`src/rtl/serial_tx_1b_pkg.sv`:
```
// Shared definitions for the serial_tx_1b transmitter: state encoding,
// line levels and a counter-width helper.
package serial_tx_1b_pkg;

    // Frame sequencer states; the numeric encoding is fixed so that other
    // blocks and debug tooling can decode the state bus.
    typedef enum logic [1:0] {
        ST_IDLE  = 2'd0,
        ST_START = 2'd1,
        ST_DATA  = 2'd2,
        ST_STOP  = 2'd3
    } state_t;

    // Line level while idle and during the stop bit.
    localparam logic TX_IDLE_LEVEL  = 1'b1;
    // Line level during the start bit.
    localparam logic TX_START_LEVEL = 1'b0;

    // Width of a counter that must hold values 0..n-1, never narrower than 1 bit.
    function automatic int cnt_width(input int n);
        return (n > 1) ? $clog2(n) : 1;
    endfunction

endpackage

```
`src/rtl/serial_tx_1b_bit_tick_gen.sv`:
```
// Bit-period timer: counts clocks within one serial bit and flags the last
// cycle of each bit period.
module bit_tick_gen
    import serial_tx_1b_pkg::*;
#(
    parameter int CLKS_PER_BIT = 4
) (
    input  logic clk,
    input  logic rst_n,
    input  logic clear,
    output logic tick
);

    localparam int                CNT_W = cnt_width(CLKS_PER_BIT);
    localparam logic [CNT_W-1:0] LAST  = CNT_W'(CLKS_PER_BIT - 1);

    logic [CNT_W-1:0] clk_cnt;

    // Count clocks within a bit period, wrapping after the last one; held at 0 while cleared.
    always_ff @(posedge clk) begin
        // NOTE: registers are updated with <= so every flop samples the
        // pre-edge values of its neighbours, independent of block ordering.
        if (!rst_n || clear) begin
            clk_cnt <= '0;
        end else if (clk_cnt == LAST) begin
            clk_cnt <= '0;
        end else begin
            clk_cnt <= clk_cnt + CNT_W'(1);
        end
    end

    // The tick is suppressed while cleared so an idle transmitter never advances.
    assign tick = !clear && (clk_cnt == LAST);

endmodule

```
`src/rtl/serial_tx_1b.sv`:
```
// Parallel-to-serial transmitter: accepts a word over valid/ready and sends
// start bit (0), data LSB-first, stop bit (1), each held CLKS_PER_BIT clocks.
module serial_tx_1b
    import serial_tx_1b_pkg::*;
#(
    parameter int DATA_W       = 8,
    parameter int CLKS_PER_BIT = 4
) (
    input  logic              clk,
    input  logic              rst_n,
    input  logic [DATA_W-1:0] in_data,
    input  logic              in_valid,
    output logic              in_ready,
    output logic              tx,
    output logic              busy,
    output logic              done
);

    localparam int                IDX_W    = cnt_width(DATA_W);
    localparam logic [IDX_W-1:0] LAST_BIT = IDX_W'(DATA_W - 1);

    state_t            state;
    state_t            state_nxt;
    logic [DATA_W-1:0] shift;
    logic [DATA_W-1:0] shift_nxt;
    logic [IDX_W-1:0]  bit_idx;
    logic [IDX_W-1:0]  bit_idx_nxt;
    logic              tx_nxt;
    logic              tick;
    logic              tick_clear;

    // The bit timer restarts from zero whenever a frame begins.
    assign tick_clear = (state == ST_IDLE);

    bit_tick_gen #(
        .CLKS_PER_BIT (CLKS_PER_BIT)
    ) u_tick (
        .clk   (clk),
        .rst_n (rst_n),
        .clear (tick_clear),
        .tick  (tick)
    );

    // Next-state, shift and line-level decode; tx_nxt is the level the line takes after this edge.
    always_comb begin
        // NOTE: every variable gets a default first so no path through the
        // case leaves one unassigned, which would infer a latch.
        state_nxt   = state;
        shift_nxt   = shift;
        bit_idx_nxt = bit_idx;
        tx_nxt      = TX_IDLE_LEVEL;

        case (state)
            ST_IDLE: begin
                if (in_valid) begin
                    state_nxt   = ST_START;
                    shift_nxt   = in_data;
                    bit_idx_nxt = '0;
                    tx_nxt      = TX_START_LEVEL;
                end
            end
            ST_START: begin
                tx_nxt = TX_START_LEVEL;
                if (tick) begin
                    state_nxt = ST_DATA;
                    tx_nxt    = shift[0];
                end
            end
            ST_DATA: begin
                tx_nxt = shift[0];
                if (tick) begin
                    if (bit_idx == LAST_BIT) begin
                        state_nxt = ST_STOP;
                        tx_nxt    = TX_IDLE_LEVEL;
                    end else begin
                        shift_nxt   = shift >> 1;
                        bit_idx_nxt = bit_idx + IDX_W'(1);
                        tx_nxt      = shift_nxt[0];
                    end
                end
            end
            ST_STOP: begin
                tx_nxt = TX_IDLE_LEVEL;
                if (tick) begin
                    state_nxt = ST_IDLE;
                end
            end
            default: begin
                state_nxt = ST_IDLE;
            end
        endcase
    end

    // State, datapath and registered line; reset aborts any frame and forces the line idle.
    always_ff @(posedge clk) begin
        if (!rst_n) begin
            state   <= ST_IDLE;
            // NOTE: the shift register is datapath but is cleared anyway so
            // no X can reach tx after the first reset edge.
            shift   <= '0;
            bit_idx <= '0;
            tx      <= TX_IDLE_LEVEL;
        end else begin
            state   <= state_nxt;
            shift   <= shift_nxt;
            bit_idx <= bit_idx_nxt;
            tx      <= tx_nxt;
        end
    end

    // Handshake and status are pure state decodes, with no path from the inputs.
    assign in_ready = (state == ST_IDLE);
    assign busy     = (state != ST_IDLE);
    assign done     = (state == ST_STOP) && tick;

endmodule
```
`config.mk`:
```
export PLATFORM = sky130hd
export DESIGN_NAME = serial_tx_1b
export DESIGN_NICKNAME = d
export VERILOG_FILES = /design/src/rtl/serial_tx_1b_pkg.sv /design/src/rtl/serial_tx_1b_bit_tick_gen.sv /design/src/rtl/serial_tx_1b.sv
export SDC_FILE = /design/constraint.sdc
export NUM_CORES = 1
export LEC_CHECK = 0
export CORE_MARGIN = 1.5
export CORE_UTILIZATION = 54
export DETAILED_ROUTE_END_ITERATION = 8
export PLACE_DENSITY = 0.81
export SLEW_MARGIN = 20
export SYNTH_ARGS = -nofsm -noshare
export SYNTH_HDL_FRONTEND = slang
export SYNTH_SLANG_ARGS = --single-unit
```
`constraint.sdc`:
```
create_clock -name clk -period 3.1 [get_ports clk]
set_input_delay 0.31 -clock clk [delete_from_list [all_inputs] [get_ports clk]]
set_output_delay 0.31 -clock clk [all_outputs]
set_load 0.005 [all_outputs]
```
* After elaboration in Yosys (flattened, before gate mapping) *
Cells that the tools add are included.

word-level totals
  register bits = 16
  logic and storage cells = 48
  output and inout bits = 4
  bits of input ports = 11

cells by class
  $add $sub $neg = 2
  reductions and logical operators = 11
  equality and inequality tests = 11
  muxes and demuxes = 19

operator list
  kind                   count
  $mux W8                3
  $pmux W8 S2            1
  $ne A2 B2 Y1 const B   6
  $mux W2                5
  $mux W3                3
  $pmux W2 S4            1
  $eq A2 B2 Y1 const B   3
  $pmux W3 S2            1
  $reduce_and A5 Y1      1
  $mux W1                4
  $pmux W1 S4            1
  $reduce_and A4 Y1      1
  $reduce_bool A2 Y1     2
  $add A3 B1 Y3 const B  1
  $eq A3 B3 Y1 const B   1
  $add A2 B1 Y2 const B  1
  $eq A2 B1 Y1 const B   1
  $logic_and A1 B1 Y1    2
  $logic_not A1 Y1       2
  $logic_not A2 Y1       1
  $reduce_or A2 Y1       1
  $logic_or A1 B1 Y1     1

* Longest topological paths before layout *
Gate-level depths: netlist of run 1.

  depth after elaboration = 5
  mapped depth = 7
  mapped depth without buffers = 5

* Modules after synthesis *
Synthesis of run 1 repeated with hierarchy kept, for this count alone.

unflattened totals
  cell total of the unflattened synthesis = 87
  area total of the unflattened synthesis = 883.3 sq um

modules (own cells, without submodules)
  module        seq. area each (sq um)  cells each  area each (sq um)  instances
  serial_tx_1b  280.3                   81          794.5              1
  bit_tick_gen  40.0                    6           88.8               1

* Worst setup path before layout of run 1 *
Ideal clock, no wire load.

  path type = register -> register
  start point = register state[0]
  end point = register state[1]
  slack = 1.396 ns
  cell stages (with the launch flop) = 6
  period minus slack after synthesis = 1.704 ns
  arrival = 1.585 ns
  setup time = 0.119 ns
  required time = 2.981 ns
  path buffers = 0
  path through = dfxtp_1 > inv_1 > ha_1 > or4b_1 > a221o_1 > mux2i_1

on the way
  longest elaborated chain between the ends = 5
  elaborated cells between the ends (all ways) = 13
  classes of those cells = 8 x eq/ne; 1 x mux; 4 x reduce/logical

RTL lines
  element                      line                                    text
  from (decl)                  serial_tx_1b.sv:22                      state_t state;
  from (signal assigned)       serial_tx_1b.sv:104                     state <= state_nxt;
  $logic_not A2 Y1             serial_tx_1b.sv:33, serial_tx_1b.sv:53
  $logic_not A1 Y1             serial_tx_1b_bit_tick_gen.sv:33         assign tick = !clear && (clk_cnt == LAST);
  $logic_and A1 B1 Y1          serial_tx_1b_bit_tick_gen.sv:33
  $ne A2 B2 Y1 (no line)       --
  $reduce_and A5 Y1 (no line)  --

Parallel ways exist; a longest one is shown, timed or not.
A chain may end at the register's enable or synchronous reset.

* Worst setup path in the final report of run 1 *
  start point = register state[0]
  end point = output done

on the way
  longest elaborated chain between the ends = 4
  elaborated cells between the ends (all ways) = 5
  classes of those cells = 1 x eq/ne; 4 x reduce/logical

RTL lines
  element                  line                             text
  $logic_not A2 Y1         serial_tx_1b.sv:33               assign tick_clear = (state == ST_IDLE);
  $logic_not A1 Y1         serial_tx_1b_bit_tick_gen.sv:33
  $logic_and A1 B1 Y1      serial_tx_1b_bit_tick_gen.sv:33
  $logic_and A1 B1 Y1 (*)  serial_tx_1b.sv:114              assign done = (state == ST_STOP) && tick;
  to (decl)                serial_tx_1b.sv:16               output logic done

Every way passes the cells marked *; elsewhere a longest branch is shown, timed or not.

==> impl_metrics.csv, run 1 <==
group,metric,value,unit
yosys,synth_edf_count,0,
setup_path,critPathTopFamily,"buffers and inverters",
setup_path,critical_path_depth,5,
clock_tree,cts_resized,0,
setup_path,r2r-end,"shift[5]",
setup_path,required,2790,ps
clock_tree,ctsHtreeMaxLevel,1,
drt,drt-initial-drc-count,7,
layout,nets,121,
setup_path,max_stage_delay,490,ps
drt,drc,0,
sta,post-route-period-util,69.60,%
sta,whs,452.5,ps
placed_design,placedCellCount,114,
grt,grt_max_degree,18,
clock_tree,clkSinkCount,16,
power_and_ir_drop,power_frac_clock,14.6,%
yosys,synth_top_area_share,37.16,%
drt,wl,1628,um
power_and_ir_drop,p_per_area,737.0,nW/um2
setup_path,cp_num_buf_inv,3,
layout,syn_to_final_growth,18.72,%
placed_design,dpl_worst_slack,993.8,ps
setup_path,critPathLaunchType,"register",
power_and_ir_drop,leakage,0.4504,nW
clock_tree,cts_buffer_depth,2,
yosys,synth_top_flop_cell,"dfxtp_1",
clock_tree,root_buffer,"clkbuf_4",
sta,fmax,0.4635,GHz
power_and_ir_drop,combPwrFrac,46.1,%
layout,final_util,67.94,%
drt,routedWlPerCell,13.91,um
die,pin_count,15,
clock_tree,ctsHoldBuffers,0,
run,cap_violations,0,
power_and_ir_drop,power_frac_seq,39.3,%
die,die_x,42.96,um
setup_path,reg2reg_slack,970,ps
yosys,synthArstFlopShare,0,%
clock_tree,insertion_delay,290,ps
yosys,synth_top_area_cell,"dfxtp_1",
hold_path,hold_end,"u_tick.clk_cnt[0]",
sta,setup_slack,942.5,ps
sta,finClkSkew,4.663,ps
clock_tree,post_cts.repair.setup_buffers,0,
grt,grt_use_total,19.93,%
placed_design,io_buffers,14,
placed_design,placed_area,1001,um2
yosys,synthDistinctLibCells,29,
placed_design,hpwl,1178,um
power_and_ir_drop,power,0.7543,mW
placed_design,place_congestion,0.7486,
grt,grt_pass1_wl,2760,um
sta,rsz0062_at_grt,"false",
grt,antenna_found_initial,0,
hold_path,hold-path-cell-count,1,
drt,vias,706,
setup_path,path_cells,"inv_1 > ha_1 > inv_2 > and3_1 > clkdlybuf4s50_1",
die,chipHeight,42.96,um
layout,stdcell_count,117,
layout,drive_gt1_share,5.941,%
layout,fin_area,1023,um2
clock_tree,tritoncts,"built",
status,status,"finished clean",
drt,first_pass_iters,3,
sta,setup_violations,0,
yosys,syn_nets,108,
die,core,1506,um2
sta,period_minus_slack,2158,ps
yosys,syn-cell-area,862.1,um2
layout,final_cell_mix,"dfxtp_1 (16), clkdlybuf4s50_1 (14), nand2_1 (8), mux2i_1 (8), ha_1 (7)",
clock_tree,clk_pin_slew,90,ps
setup_path,cp.arrival,1850,ps
drt,postRouteAntennaNets,0,
yosys,ys_warn_count,0,
yosys,synth_area_leaders,"dfxtp_1 (37%), ha_1 (10%), mux2i_1 (9.3%), o211a_1 (7.0%), o21ai_1 (3.5%)",
grt,grt_pass1_vias,649,
hold_path,hold_class,"register to register",
power_and_ir_drop,peakVddDrop,0.0004845,V
sta,drv_slew,0,
power_and_ir_drop,p_sw_share,36.34,%
yosys,syn_avg_cell_area,9.579,um2
layout,layout.cells.most_common,"dfxtp_1",
die,dieArea,1845,um2
setup_path,endpoint_kind,"output pin",
setup_path,critPathKind,"register to output pin",
layout,diodes,0,
setup_path,slowest_stage,"clkdlybuf4s50_1",
sta,finalHoldViolCount,0,
power_and_ir_drop,power.net_switching,0.2741,mW
setup_path,critical_path.max_fanout,12,
sta,setup_tns,0,ps
yosys,ys_ff_latch,16,
sta,slew-limit-headroom,58.61,%
die,rows,14,
clock_tree,numCtsBuffers,3,
grt,grt-ovfl-total,0,
hold_path,min-delay-start,"u_tick.clk_cnt[0]",
die,start_util,57.23,%
power_and_ir_drop,internal_power,0.4802,mW
sta,worst_pin_slew,620.9,ps
yosys,netlist_instances,90,
drt,vias_per_cell,6.034,
setup_path,rr_startpoint,"state[0]",
yosys,seq_area_frac_synth,37.16,%
setup_path,r2r_cells,6,
## worst reg2reg max path, cell delays in order (launching register included)
cell and delay [ps]:
dfxtp_1 340, inv_1 100, ha_1 560, nor4bb_1 570, buf_4 250, o21ai_1 80, o211a_1 130
## registers in the layout, summed over array words and instances (netlist names)
| name | count |
|---|---|
| shift | 8 |
| tx | 1 |
| state | 2 |
| bit_idx | 3 |
| u_tick.clk_cnt | 2 |
## kinds of logic (layout without fill, tap and decap cells)
group / after synthesis / count (layout) / synth area share, %
mux: 8 / 8 / 9.289
simple gates: 23 / 23 / 16.11
fa+ha+maj: 7 / 7 / 10.16
flops: 16 / 16 / 37.16
compound gates: 26 / 26 / 22.64
buf+inv: 10 / 21 / 4.645
## Yosys cell counts, types with 2 or more instances
cell type and number:
nand2b_1 2, a221o_1 2, mux2i_1 8, nand3_1 4
clkbuf_1 5, inv_1 2, nand2_1 8, nor4bb_1 2
buf_2 2, o21ai_1 6, a21boi_1 4, dfxtp_1 16
a21oi_1 2, o211a_1 6, ha_1 7
## per-layer routing
layer	wire length [um]	global-route usage, %
met4	23	10.91
met2	790	34.24
met3	57	2.553
met5	0	0
met1	755	23.75
## power by group through the flow
stage | Clock, mW | Sequential (mW) | Combinational, mW
floorplan | 0 | 0.292 | 0.255
global placement | 0 | 0.299 | 0.341
detailed placement | 0 | 0.303 | 0.348
CTS | 0.113 | 0.298 | 0.349
global route | 0.119 | 0.305 | 0.382
finish | 0.110 | 0.297 | 0.347
## worst max path at each step
stage / start / to / slack [ps]
2_1_floorplan: state[0] / state[1] / 1400
3_3_place_gp: state[0] / shift[4] / 1110
6_report: state[0] / done / 940
3_5_place_dp: state[0] / shift[5] / 990
4_1_cts: state[1] / done / 930
5_1_grt: state[0] / shift[4] / 770
## cell type report
type / count / area [um2]
Multi-Input combinational cell: 64 / 501.7
Fill cell: 126 / 483.0
Sequential cell: 16 / 320.3
Timing Repair Buffer: 15 / 147.6
Clock buffer: 3 / 22.52
Tap cell: 16 / 20.02
Inverter: 3 / 11.26
Power figures use the tool's default switching activity.
==> run 2: changes to the inputs <==
Settings changed: CORE_UTILIZATION 54 to 50, PLACE_DENSITY 0.81 to 0.76.
Clock period 3.1 ns to 2.1 ns, I/O delays scaled along.
==> impl_metrics.csv, run 2 (synthesized netlist as in run 1, its figures left out) <==
group,metric,value,unit
sta,period_minus_slack,1941,ps
setup_path,path_cells,"inv_1 > ha_2 > inv_2 > and3_1 > clkdlybuf4s50_1",
sta,setup_tns,0,ps
drt,drt-initial-drc-count,15,
setup_path,endpoint_kind,"output pin",
sta,worst_pin_slew,329.1,ps
sta,rsz0062_at_grt,"false",
power_and_ir_drop,p_per_area,1083,nW/um2
grt,grt_use_total,18.30,%
placed_design,hpwl,1156,um
layout,diodes,0,
setup_path,slowest_stage,"clkdlybuf4s50_1",
placed_design,place_congestion,0.8108,
layout,drive_gt1_share,8.738,%
clock_tree,post_cts.repair.setup_buffers,0,
sta,drv_slew,0,
sta,finalHoldViolCount,0,
setup_path,critPathLaunchType,"register",
layout,largestRegisters,"shift (8), bit_idx (3)",
setup_path,max_stage_delay,490,ps
die,pin_count,15,
setup_path,critPathTopFamily,"buffers and inverters",
power_and_ir_drop,power,1.127,mW
status,violations,"DRC",
layout,final_cell_mix,"dfxtp_1 (16), clkdlybuf4s50_1 (14), nand2_1 (8), mux2i_1 (8)",
die,start_util,55.30,%
layout,layout.cells.most_common,"dfxtp_1",
drt,vias_per_cell,5.975,
placed_design,dpl_worst_slack,333.1,ps
layout,top_register,"shift",
setup_path,critPathKind,"register to output pin",
drt,wl,1619,um
setup_path,critical_path.max_fanout,12,
sta,fmax,0.5152,GHz
sta,setup_violations,0,
grt,grt_pass1_vias,645,
die,core,1559,um2
run,cap_violations,0,
layout,nets,123,
setup_path,cp_num_buf_inv,3,
drt,postRouteAntennaNets,0,
grt,grt_pass1_wl,2684,um
setup_path,cp.arrival,1730,ps
die,chipHeight,44.52,um
layout,largest_reg_flops,8,
sta,slew-limit-headroom,77.93,%
drt,first_pass_iters,6,
grt,grt-ovfl-total,0,
setup_path,required,1890,ps
setup_path,r2r_cells,5,
placed_design,io_buffers,14,
clock_tree,numCtsBuffers,3,
layout,final_util,66.77,%
hold_path,hold-path-cell-count,1,
grt,grt_max_degree,16,
die,rows,14,
sta,finClkSkew,7.983,ps
drt,vias,711,
clock_tree,insertion_delay,290,ps
layout,syn_to_final_growth,20.75,%
clock_tree,root_buffer,"clkbuf_4",
grt,antenna_found_initial,0,
die,die_x,44.52,um
hold_path,hold_class,"register to register",
die,dieArea,1982,um2
status,status,"finished, violations left",
clock_tree,ctsHtreeMaxLevel,1,
sta,whs,438.9,ps
power_and_ir_drop,peakVddDrop,0.0006768,V
sta,setup_slack,158.9,ps
drt,routedWlPerCell,13.61,um
drt,drc,1,
clock_tree,clk_pin_slew,90,ps
sta,post-route-period-util,92.44,%
clock_tree,clkSinkCount,16,
power_and_ir_drop,leakage,0.4595,nW
clock_tree,cts_buffer_depth,2,
clock_tree,tritoncts,"built",
setup_path,critical_path_depth,5,
run 2: worst register-to-register path, cell delays in order (launching register included):
cell	delay [ps]
dfxtp_1	370
inv_1	90
ha_1	220
or4b_1	530
a221o_1	340
mux2i_1	130
run 2: where the power goes:
group / switching (mW) / leakage, nW / internal, mW
clock: 0.0938 / 0.0138 / 0.0666
combinational: 0.264 / 0.314 / 0.268
sequential: 0.0473 / 0.131 / 0.387
total: 0.405 / 0.459 / 0.722
run 2: metrics by stage:
step	instances	cell area, um2
after floorplan	90	862.1
after global placement	116	1016
after detailed placement	116	1016
after CTS	119	1039
after global routing	119	1041
final	119	1041
run 2: path summary, 6_finish.rpt:
kind | startpoint | slack, ps | to
worst max-delay path | state[0] | 160 | done
worst min-delay path | u_tick.clk_cnt[0] | 440 | u_tick.clk_cnt[0]
worst max register to register | state[0] | 330 | state[1]
worst min register to register | u_tick.clk_cnt[0] | 440 | u_tick.clk_cnt[0]
run 2: per-layer routing:
layer,global-route usage [%],up-vias,wire (um)
met5,0,-,0
met4,9.091,0,26
met3,4.082,4,67
met2,31.01,14,766
met1,21.46,334,759
li1,-,359,-
run 2: layout make-up:
cell class                 instances  area, um2
multi-input combinational         64      504.2
inverter                           3      11.26
timing repair buffer              17      162.7
sequential                        16      320.3
tap                               16      20.02
fill                             130      518.0
clock buffer                       3      22.52
run 2: repair_timing:
action                                  CTS  global route
gates resized for setup                   0             1
hold buffers                              0             0
endpoints found under the setup margin    0             1
